`config.mk`:
```
export PLATFORM = sky130hd
export DESIGN_NAME = pulse_sched
export DESIGN_NICKNAME = d
export VERILOG_FILES = /design/src/rtl/pulse_sched_pkg.sv /design/src/rtl/pulse_sched_rr_pick.sv /design/src/rtl/pulse_sched.sv
export SDC_FILE = /design/constraint.sdc
export NUM_CORES = 1
export LEC_CHECK = 0
export CAP_MARGIN = 20
export CORE_MARGIN = 1
export CORE_UTILIZATION = 44
export DETAILED_ROUTE_END_ITERATION = 8
export GPL_TIMING_DRIVEN = 0
export HOLD_SLACK_MARGIN = 0.03
export PLACE_DENSITY = 0.75
export SKIP_LAST_GASP = 1
export SYNTH_ARGS = -nofsm -noshare
export SYNTH_HDL_FRONTEND = slang
export SYNTH_SLANG_ARGS = --single-unit
```
`constraint.sdc`:
```
create_clock -name clk -period 1.41 [get_ports clk]
set_input_delay 0.2115 -clock clk [delete_from_list [all_inputs] [get_ports clk]]
set_output_delay 0.2115 -clock clk [all_outputs]
set_load 0.01 [all_outputs]
```
`src/rtl/pulse_sched_pkg.sv`:
```
// pulse_sched_pkg: shared types and constants for the pulse scheduler.
//   state_e      scheduler FSM encoding (IDLE / ISSUE / WAIT)
//   TMO_DEFAULT  default completion timeout in clk cycles
//   wrap_idx     (a + b) mod n for a, b < n, used by the round-robin search
package pulse_sched_pkg;

    typedef enum logic [1:0] {
        IDLE  = 2'd0,
        ISSUE = 2'd1,
        WAIT  = 2'd2
    } state_e;

    localparam int TMO_DEFAULT = 255;

    function automatic int wrap_idx(input int a, input int b, input int n);
        int s;
        s = a + b;
        return (s >= n) ? (s - n) : s;
    endfunction

endpackage

```
`src/rtl/pulse_sched_rr_pick.sv`:
```
// rr_pick: round-robin selector over a request vector.
// Searches req starting at position rr and wrapping; the first set bit wins.
// Ports:
//   req    in   N     request bits
//   rr     in   RRW   search start position (always < N)
//   grant  out  RRW   index of the winning request (0 when none)
//   any    out  1     at least one request bit is set
module rr_pick
    import pulse_sched_pkg::*;
#(
    parameter int N   = 4,
    parameter int RRW = $clog2(N)
) (
    input  logic [N-1:0]   req,
    input  logic [RRW-1:0] rr,
    output logic [RRW-1:0] grant,
    output logic           any
);

    always_comb begin
        grant = '0;
        any   = 1'b0;
        for (int i = 0; i < N; i++) begin
            if (!any && req[RRW'(wrap_idx(int'(rr), i, N))]) begin
                any   = 1'b1;
                grant = RRW'(wrap_idx(int'(rr), i, N));
            end
        end
    end

endmodule

```
`src/rtl/pulse_sched.sv`:
```
// pulse_sched: schedules per-requester event pulses onto one shared
// clock-crossing pulse channel, one transfer outstanding at a time.
//
// Optional feature macro: PULSE_SCHED_TIMEOUT_EN
//   defined   -> WAIT is abandoned after TMO cycles without chan_done
//   undefined -> no counter, timeout_o tied low, WAIT holds until chan_done
//
// Ports:
//   clk         in   1    single clock, rising edge
//   reset_l     in   1    asynchronous active-low reset
//   req_i       in   N    one-cycle event pulses, one per requester
//   chan_pulse  out  1    one-cycle launch pulse into the channel
//   chan_id     out  IDW  requester carried by the current transfer
//   chan_done   in   1    channel acknowledge of the outstanding transfer
//   pending_o   out  N    registered pending-request bits
//   busy_o      out  1    high while in ISSUE or WAIT
//   merge_o     out  N    request hit an already-pending bit (folded in)
//   timeout_o   out  1    transfer abandoned after TMO cycles
//
// state | meaning
// ------+-----------------------------------------------------------
// IDLE  | no transfer outstanding; grant next pending bit from rr
// ISSUE | chan_pulse high for this cycle, pending[grant] cleared
// WAIT  | transfer outstanding, waiting for chan_done (or timeout)
module pulse_sched
    import pulse_sched_pkg::*;
#(
    parameter int N   = 4,
    parameter int IDW = 2,
    parameter int TMO = TMO_DEFAULT
) (
    input  logic           clk,
    input  logic           reset_l,
    input  logic [N-1:0]   req_i,
    output logic           chan_pulse,
    output logic [IDW-1:0] chan_id,
    input  logic           chan_done,
    output logic [N-1:0]   pending_o,
    output logic           busy_o,
    output logic [N-1:0]   merge_o,
    output logic           timeout_o
);

    localparam int RRW = $clog2(N);

    state_e         state_q, state_d;
    logic [N-1:0]   pending_q, pending_d;
    logic [N-1:0]   merge_q, merge_d;
    logic [N-1:0]   clr;
    logic [RRW-1:0] rr_q, rr_d;
    logic [RRW-1:0] grant_q, grant_d;
    logic [RRW-1:0] rr_next;
    logic [RRW-1:0] pick_grant;
    logic           pick_any;
    logic           pulse_q, pulse_d;
    logic           tmo_hit;

    rr_pick #(
        .N   (N),
        .RRW (RRW)
    ) u_rr_pick (
        .req   (pending_q),
        .rr    (rr_q),
        .grant (pick_grant),
        .any   (pick_any)
    );

    assign rr_next = (grant_q == RRW'(N - 1)) ? '0 : grant_q + RRW'(1);

`ifdef PULSE_SCHED_TIMEOUT_EN
    // Down-counter loaded while in ISSUE so the terminal count lands on the
    // TMO-th cycle spent in WAIT.
    localparam logic [15:0] TMO_LOAD = 16'(TMO - 1);

    logic [15:0] tmo_cnt_q, tmo_cnt_d;
    logic        timeout_q, timeout_d;

    assign tmo_hit = (tmo_cnt_q == 16'd0);

    always_comb begin
        tmo_cnt_d = tmo_cnt_q;
        if (state_q == ISSUE) begin
            tmo_cnt_d = TMO_LOAD;
        end else if (state_q == WAIT && !tmo_hit) begin
            tmo_cnt_d = tmo_cnt_q - 16'd1;
        end
        // chan_done on the terminal cycle still counts as a normal completion
        timeout_d = (state_q == WAIT) && !chan_done && tmo_hit;
    end

    always_ff @(posedge clk or negedge reset_l) begin
        if (!reset_l) begin
            tmo_cnt_q <= '0;
            timeout_q <= 1'b0;
        end else begin
            tmo_cnt_q <= tmo_cnt_d;
            timeout_q <= timeout_d;
        end
    end

    assign timeout_o = timeout_q;
`else
    assign tmo_hit   = 1'b0;
    assign timeout_o = 1'b0;

    // TMO only sizes the optional watchdog; this empty range guard keeps the
    // parameter referenced in the watchdog-less build.
    if (TMO < 1 || TMO > 65535) begin : g_tmo_out_of_range
    end
`endif

    always_comb begin
        state_d = state_q;
        grant_d = grant_q;
        rr_d    = rr_q;
        pulse_d = 1'b0;
        clr     = '0;

        case (state_q)
            IDLE: begin
                if (pick_any) begin
                    grant_d = pick_grant;
                    pulse_d = 1'b1;
                    state_d = ISSUE;
                end
            end
            ISSUE: begin
                clr[grant_q] = 1'b1;
                state_d      = WAIT;
            end
            WAIT: begin
                if (chan_done || tmo_hit) begin
                    rr_d    = rr_next;
                    state_d = IDLE;
                end
            end
            default: begin
                state_d = IDLE;
            end
        endcase

        // A request landing on the bit being cleared is a fresh request, so
        // it survives the clear and is not reported as a merge.
        pending_d = (pending_q & ~clr) | req_i;
        merge_d   = req_i & pending_q & ~clr;
    end

    always_ff @(posedge clk or negedge reset_l) begin
        if (!reset_l) begin
            state_q   <= IDLE;
            pending_q <= '0;
            merge_q   <= '0;
            rr_q      <= '0;
            grant_q   <= '0;
            pulse_q   <= 1'b0;
        end else begin
            state_q   <= state_d;
            pending_q <= pending_d;
            merge_q   <= merge_d;
            rr_q      <= rr_d;
            grant_q   <= grant_d;
            pulse_q   <= pulse_d;
        end
    end

    // pulse_q is set on the IDLE->ISSUE edge, so it is high for exactly the
    // ISSUE cycle and comes straight from a flop into the channel.
    assign chan_pulse = pulse_q;
    assign chan_id    = IDW'(grant_q);
    assign pending_o  = pending_q;
    assign busy_o     = (state_q != IDLE);
    assign merge_o    = merge_q;

endmodule

```
======== After elaboration in Yosys (flattened, before gate mapping) ========
Index checks and enable logic that the tools add are counted.
cells by class
  add/subtract/negate cells ............... 8
  magnitude comparators ................... 10
  equality and inequality tests ........... 5
  muxes and demuxes ....................... 33
  bitwise operators ....................... 5
  reduce and logical (&&, ||, !) cells .... 12
operator list
  cell                   number
  $mux W2                11
  $lt A2 B4 Y1 const B   4
  $mux W1                15
  $and A4 B4 Y4          3
  $ge A3 B3 Y1 const B   3
  $bmux W1 S2            4
  $sub A2 B1 Y2 const B  4
  $add A2 B2 Y3 const B  2
  $pmux W2 S3            1
  $reduce_and A2 Y1      3
  $eq A2 B2 Y1 const B   2
  $logic_and A1 B1 Y1    4
  $mux W4                1
  $ne A2 B2 Y1 const B   2
  $not A4 Y4             1
  $or A4 B4 Y4           1
  $add A2 B1 Y3 const B  1
  $ge A2 B3 Y1 const B   1
  $logic_not A1 Y1       3
  $lt A2 B3 Y1 const B   1
  $add A2 B1 Y2 const B  1
  $demux W1 S2           1
  $eq A2 B1 Y1 const B   1
  $ge A2 B1 Y1 const B   1
  other kinds (2)        2
storage, ports and cells
  bits in registers ....................... 15
  bits of input ports ..................... 7
  output and inout port bits .............. 13
  word-level logic and storage cells ...... 79

======== Logic depth before layout (Yosys ltp) ========
  word-level depth ........................ 17
  gate-level depth with buffers ........... 4
  depth with buffers taken out ............ 4

======== By module ========
Synthesis repeated with hierarchy kept, for this count alone.
second synthesis, totals
  cells, all modules ...................... 63
  area total of the unflattened synthesis .. 735.7 um2
modules (own cells, without submodules)
  module       times used  cells each  area an instance (um2)  sequential area each (um2)
  pulse_sched  1           48          658.1                   375.4
  rr_pick      1           15          77.6                    0.0

======== Worst setup path after synthesis ========
Ideal clock, no wire load.
  kind .................................... reg2reg
  start point ............................. register grant_q[0], in the netlist chan_id[0]
  end point ............................... register rr_q[1]
  library setup time ...................... 125 ps
  data arrival time ....................... 1,042 ps
  required time ........................... 1,285 ps
  slack ................................... 243 ps
  stages on the path, launching flop included .. 4
  buffers on the path ..................... 0
  clock period less this slack ............ 1,167 ps
  cell sequence ........................... dfrtp_1 -> inv_1 -> ha_1 -> mux2_2
on the way
  longest elaborated chain between the ends .. 2
  elaborated cells between the ends (all ways) .. 3
  those cells by class .................... add/sub: 1; eq/ne: 1; mux: 1
RTL lines
  element                                               RTL line            RTL
  start, declared                                       pulse_sched.sv:51   logic [RRW-1:0] grant_q, grant_d;
  start signal, assigned                                pulse_sched.sv:161  grant_q <= grant_d;
  $add A2 B1 Y2 / $eq A2 B2 Y1 (equally long branches)  pulse_sched.sv:68   assign rr_next = (grant_q == RRW'(N - 1)) ? '0 : grant_q + RRW'(1);
  $mux W2 (*)                                           pulse_sched.sv:68
  via rr_next[1]                                        pulse_sched.sv:52   logic [RRW-1:0] rr_next;
  end signal, assigned                                  pulse_sched.sv:160  rr_q <= rr_d;
  end, declared                                         pulse_sched.sv:50   logic [RRW-1:0] rr_q, rr_d;
Mark *: on every way through the listed nets, which the timed path passes. The rest lies on a longest branch.
A chain may end at the register's enable or synchronous reset.

======== Worst setup path after layout ========
  start point ............................. register pulse_q, in the netlist chan_pulse
  end point ............................... output port chan_pulse
RTL lines
  element                 RTL line            RTL
  start, declared         pulse_sched.sv:55   logic pulse_q, pulse_d;
  start signal, assigned  pulse_sched.sv:162  pulse_q <= pulse_d;
  end, declared           pulse_sched.sv:35   output logic chan_pulse,
No word-level cell between the ends.

==> impl_metrics.yaml <==
grt:
  use_met2_pct: 31.9
  grt_antenna_before_repair: 0
  met1_usage_pct: 23.2
  grt_busiest_layer: "met2"
  grt_pass1_wl_um: 2480
  gr-usage-met3_pct: 4.35
  grt_pass1_vias: 570
  grt_overflow_total: 0
  grt_max_degree: 16
  grt.total_usage_pct: 18.9
cts:
  cts_buffers: 3
  clock_latency_ns: 0.28
  htree_levels: 1
  cts_tree: "built"
  cts.reportedPaths.clkPinSlew_ns: 0.09
  cts_sinks: 15
  clk_path_buf_depth: 2
  cts_root_buf: "clkbuf_4"
sta:
  clock.fmax_ghz: 0.744
  final.setup_skew_ns: 0.00586
  setup_viol: 0
  fin_crit_sh_pct: 95.4
  timing.final.crit_period_ns: 1.34
  worstMarginPinSlew_ns: 0.646
  tns_ns: 0
  slew_headroom_pct: 56.8
  hold_violations: 0
  finalMaxSlewViolations: 0
  rsz0062_at_grt: "no"
yosys:
  synth-edff-count: 0
  yosysWarnings: 0
  synth_area_sq_um: 688
  synth_top_area_share_pct: 54.5
  synth-seq-cells: 15
  netlist_top_cells_area: "dfrtp_1 55%, ha_1 7.3%, a21o_1 4.4%, nand2_1 3.8%, and3_1 3.6%"
  ys.flop_type: "dfrtp_1"
  synth.most_common_cell: "dfrtp_1"
  syn_inst: 60
  synth_common_cells: "15 x dfrtp_1, 7 x nand2_1, 4 x a21o_1, 4 x and3_1, 4 x ha_1"
  syn-num-nets: 71
  yosysUniqueCellTypes: 25
  post-synth-top-area-cell: "dfrtp_1"
  synthArstFlopShare_pct: 100
  synth_seq_area_share_pct: 54.5
  synth.avg_cell_area_sq_um: 11.5
layout:
  diodes: 0
  utilization_pct: 71.4
  seq_area_sq_um: 377
  final_nets: 102
  layout-drive-gt1-share_pct: 23.3
  multi_input_area_sq_um: 294
  area_delta_synth_final_pct: 43.5
  n_fill_cell: 111
power:
  combPwrFrac_pct: 51.2
  p_int_mw: 1.23
  power-per-cell-area_mw_per_mm2: 1910
  pwr-share-seq_pct: 36.0
  finalPower_mw: 1.88
  p_leak_nw: 0.474
  power_frac_clock_pct: 12.9
  max-vdd-ir-drop_uv: 1140
  switching_share_pct: 34.8
  switchingPower_mw: 0.655
worst_setup_path:
  crit_path_max_fanout: 1
  cp.required_ns: 1.20
  startpoint_type: "register"
  crit_type: "reg2out"
  cp_slowest_stage_delay_ns: 0.52
  critPathTopFamily: "buffers and inverters"
  worstPathBufferInverterCount: 1
  arrival_ns: 1.13
  end_kind: "primary output"
  cpMaxStageDelayCell: "clkdlybuf4s50_1"
  crit_chain: "clkdlybuf4s50_1"
floorplanning:
  io_pins: 20
  design.die.area_sq_mm: 0.00173
  die_w_um: 41.5
  core_sq_mm: 0.00138
  start_util_pct: 49.8
  rows: 13
  die_h_um: 41.5
placement:
  port_buffers: 18
  place.gp.congestion: 0.797
  dp_hpwl_um: 935
flow_run:
  drv_cap: 0
route:
  drtAntennaViolNets: 0
  vias: 529
  wirelength_um: 1350
  wl_per_cell_um: 12.8
  drtPass1Iterations: 1
  drc_errors: 0
  drt_iter0_drc: 0
  viasPerCell: 5.04
outcome:
  status: "finished clean"
hold_path:
  hold_path.class: "in2async"
==> repair_timing <==
| action | CTS | global route |
|---|---|---|
| endpoints found under the setup margin | 7 | 8 |
| resized for setup | 2 | 9 |
| setup buffers | 6 | 2 |
| gates cloned | 0 | 0 |
| endpoints found under the hold margin | 0 | 0 |
| pin swaps | 0 | 1 |
| hold buffers | 0 | 0 |
==> path summary, 6_finish.rpt <==
| kind | slack, ns | to | startpoint | depth (start not counted) |
|---|---|---|---|---|
| worst max-delay path | 0.07 | chan_pulse | chan_pulse | 1 |
| worst min-delay path | 0.32 | chan_pulse | reset_l | 1 |
| worst max register to register | 0.16 | rr_q[1] | chan_id[1] | 4 |
| worst min register to register | 0.54 | rr_q[0] | rr_q[0] | 2 |
| max in group asynchronous | 0.63 | pending_o[3] | reset_l | 1 |
| min in group clk | 0.51 | pending_o[2] | req_i[2] | 2 |
==> cell usage in the layout, fill, tap and decap left out, drive strengths merged <==
cell | synthesis | final
inv | 3 | 3
ha | 4 | 4
mux2 | 1 | 1
nor2 | 4 | 4
o32ai | 1 | 1
or2 | 2 | 2
o221ai | 1 | 1
clkdlybuf4s50 | 0 | 10
and3 | 4 | 4
clkbuf | 0 | 5
dfrtp | 15 | 15
a21o | 4 | 4
mux2i | 1 | 1
and2b | 1 | 1
nand3 | 1 | 1
conb | 1 | 1
a21oi | 4 | 4
nand2 | 7 | 7
nand3b | 1 | 1
nor3b | 1 | 1
buf | 1 | 9
nand2b | 1 | 1
o31ai | 1 | 1
nor2b | 1 | 1
dlymetal6s2s | 0 | 7
==> layout make-up <==
class                   instances  share of cell area, %
repair buffers                 26                   25.6
inverters                       3                   1.14
well taps                      15                   1.90
clock buffers                   4                   2.66
flip-flops and latches         15                   38.1
multi-input cells              41                   29.8
plain buffers                   1                  0.760
==> kinds of logic after synthesis <==
group                      Yosys count  share of synthesized area, %
and+or+nand+nor                     23                          18.2
DFF                                 15                          54.5
muxes                                2                          3.09
adders and majority gates            4                          7.27
buffers and inverters                4                          2.73
AOI/OAI and AO/OA                   11                          13.6
other                                1                         0.545
==> per-stage QoR <==
step / setup slack (ns) / cells / instance area [sq um] / hold slack, ns
after detailed placement: 0.0537 / 93 / 887 / 0.527
after floorplan: 0.243 / 60 / 688 / -0.0841
final: 0.0655 / 105 / 987 / 0.321
after global placement: 0.0513 / 93 / 887 / 0.518
after global routing: 0.0294 / 105 / 987 / 0.383
after CTS: -0.0746 / 103 / 958 / 0.351
==> routing by layer <==
layer | routed length [um] | share of wire (%) | vias to the layer above
li1 | - | - | 264
met1 | 611 | 45 | 244
met2 | 659 | 49 | 18
met3 | 61 | 4.5 | 3
met4 | 16 | 1.2 | 0
met5 | 0 | 0 | -
==> state kept, by name, indices dropped and copies added, names as in the netlist <==
| name | flops |
|---|---|
| state_q | 2 |
| chan_id | 2 |
| merge_o | 4 |
| chan_pulse | 1 |
| rr_q | 2 |
| pending_o | 4 |
==> power by group through the flow <==
stage	combinational (mW)	sequential (mW)	clock (mW)
floorplan	0.439	0.758	0
global placement	0.805	0.726	0
detailed placement	0.820	0.735	0
CTS	0.944	0.683	0.249
global route	1.05	0.700	0.266
finish	0.963	0.676	0.242
No activity file was read; power rests on OpenSTA's default activity.
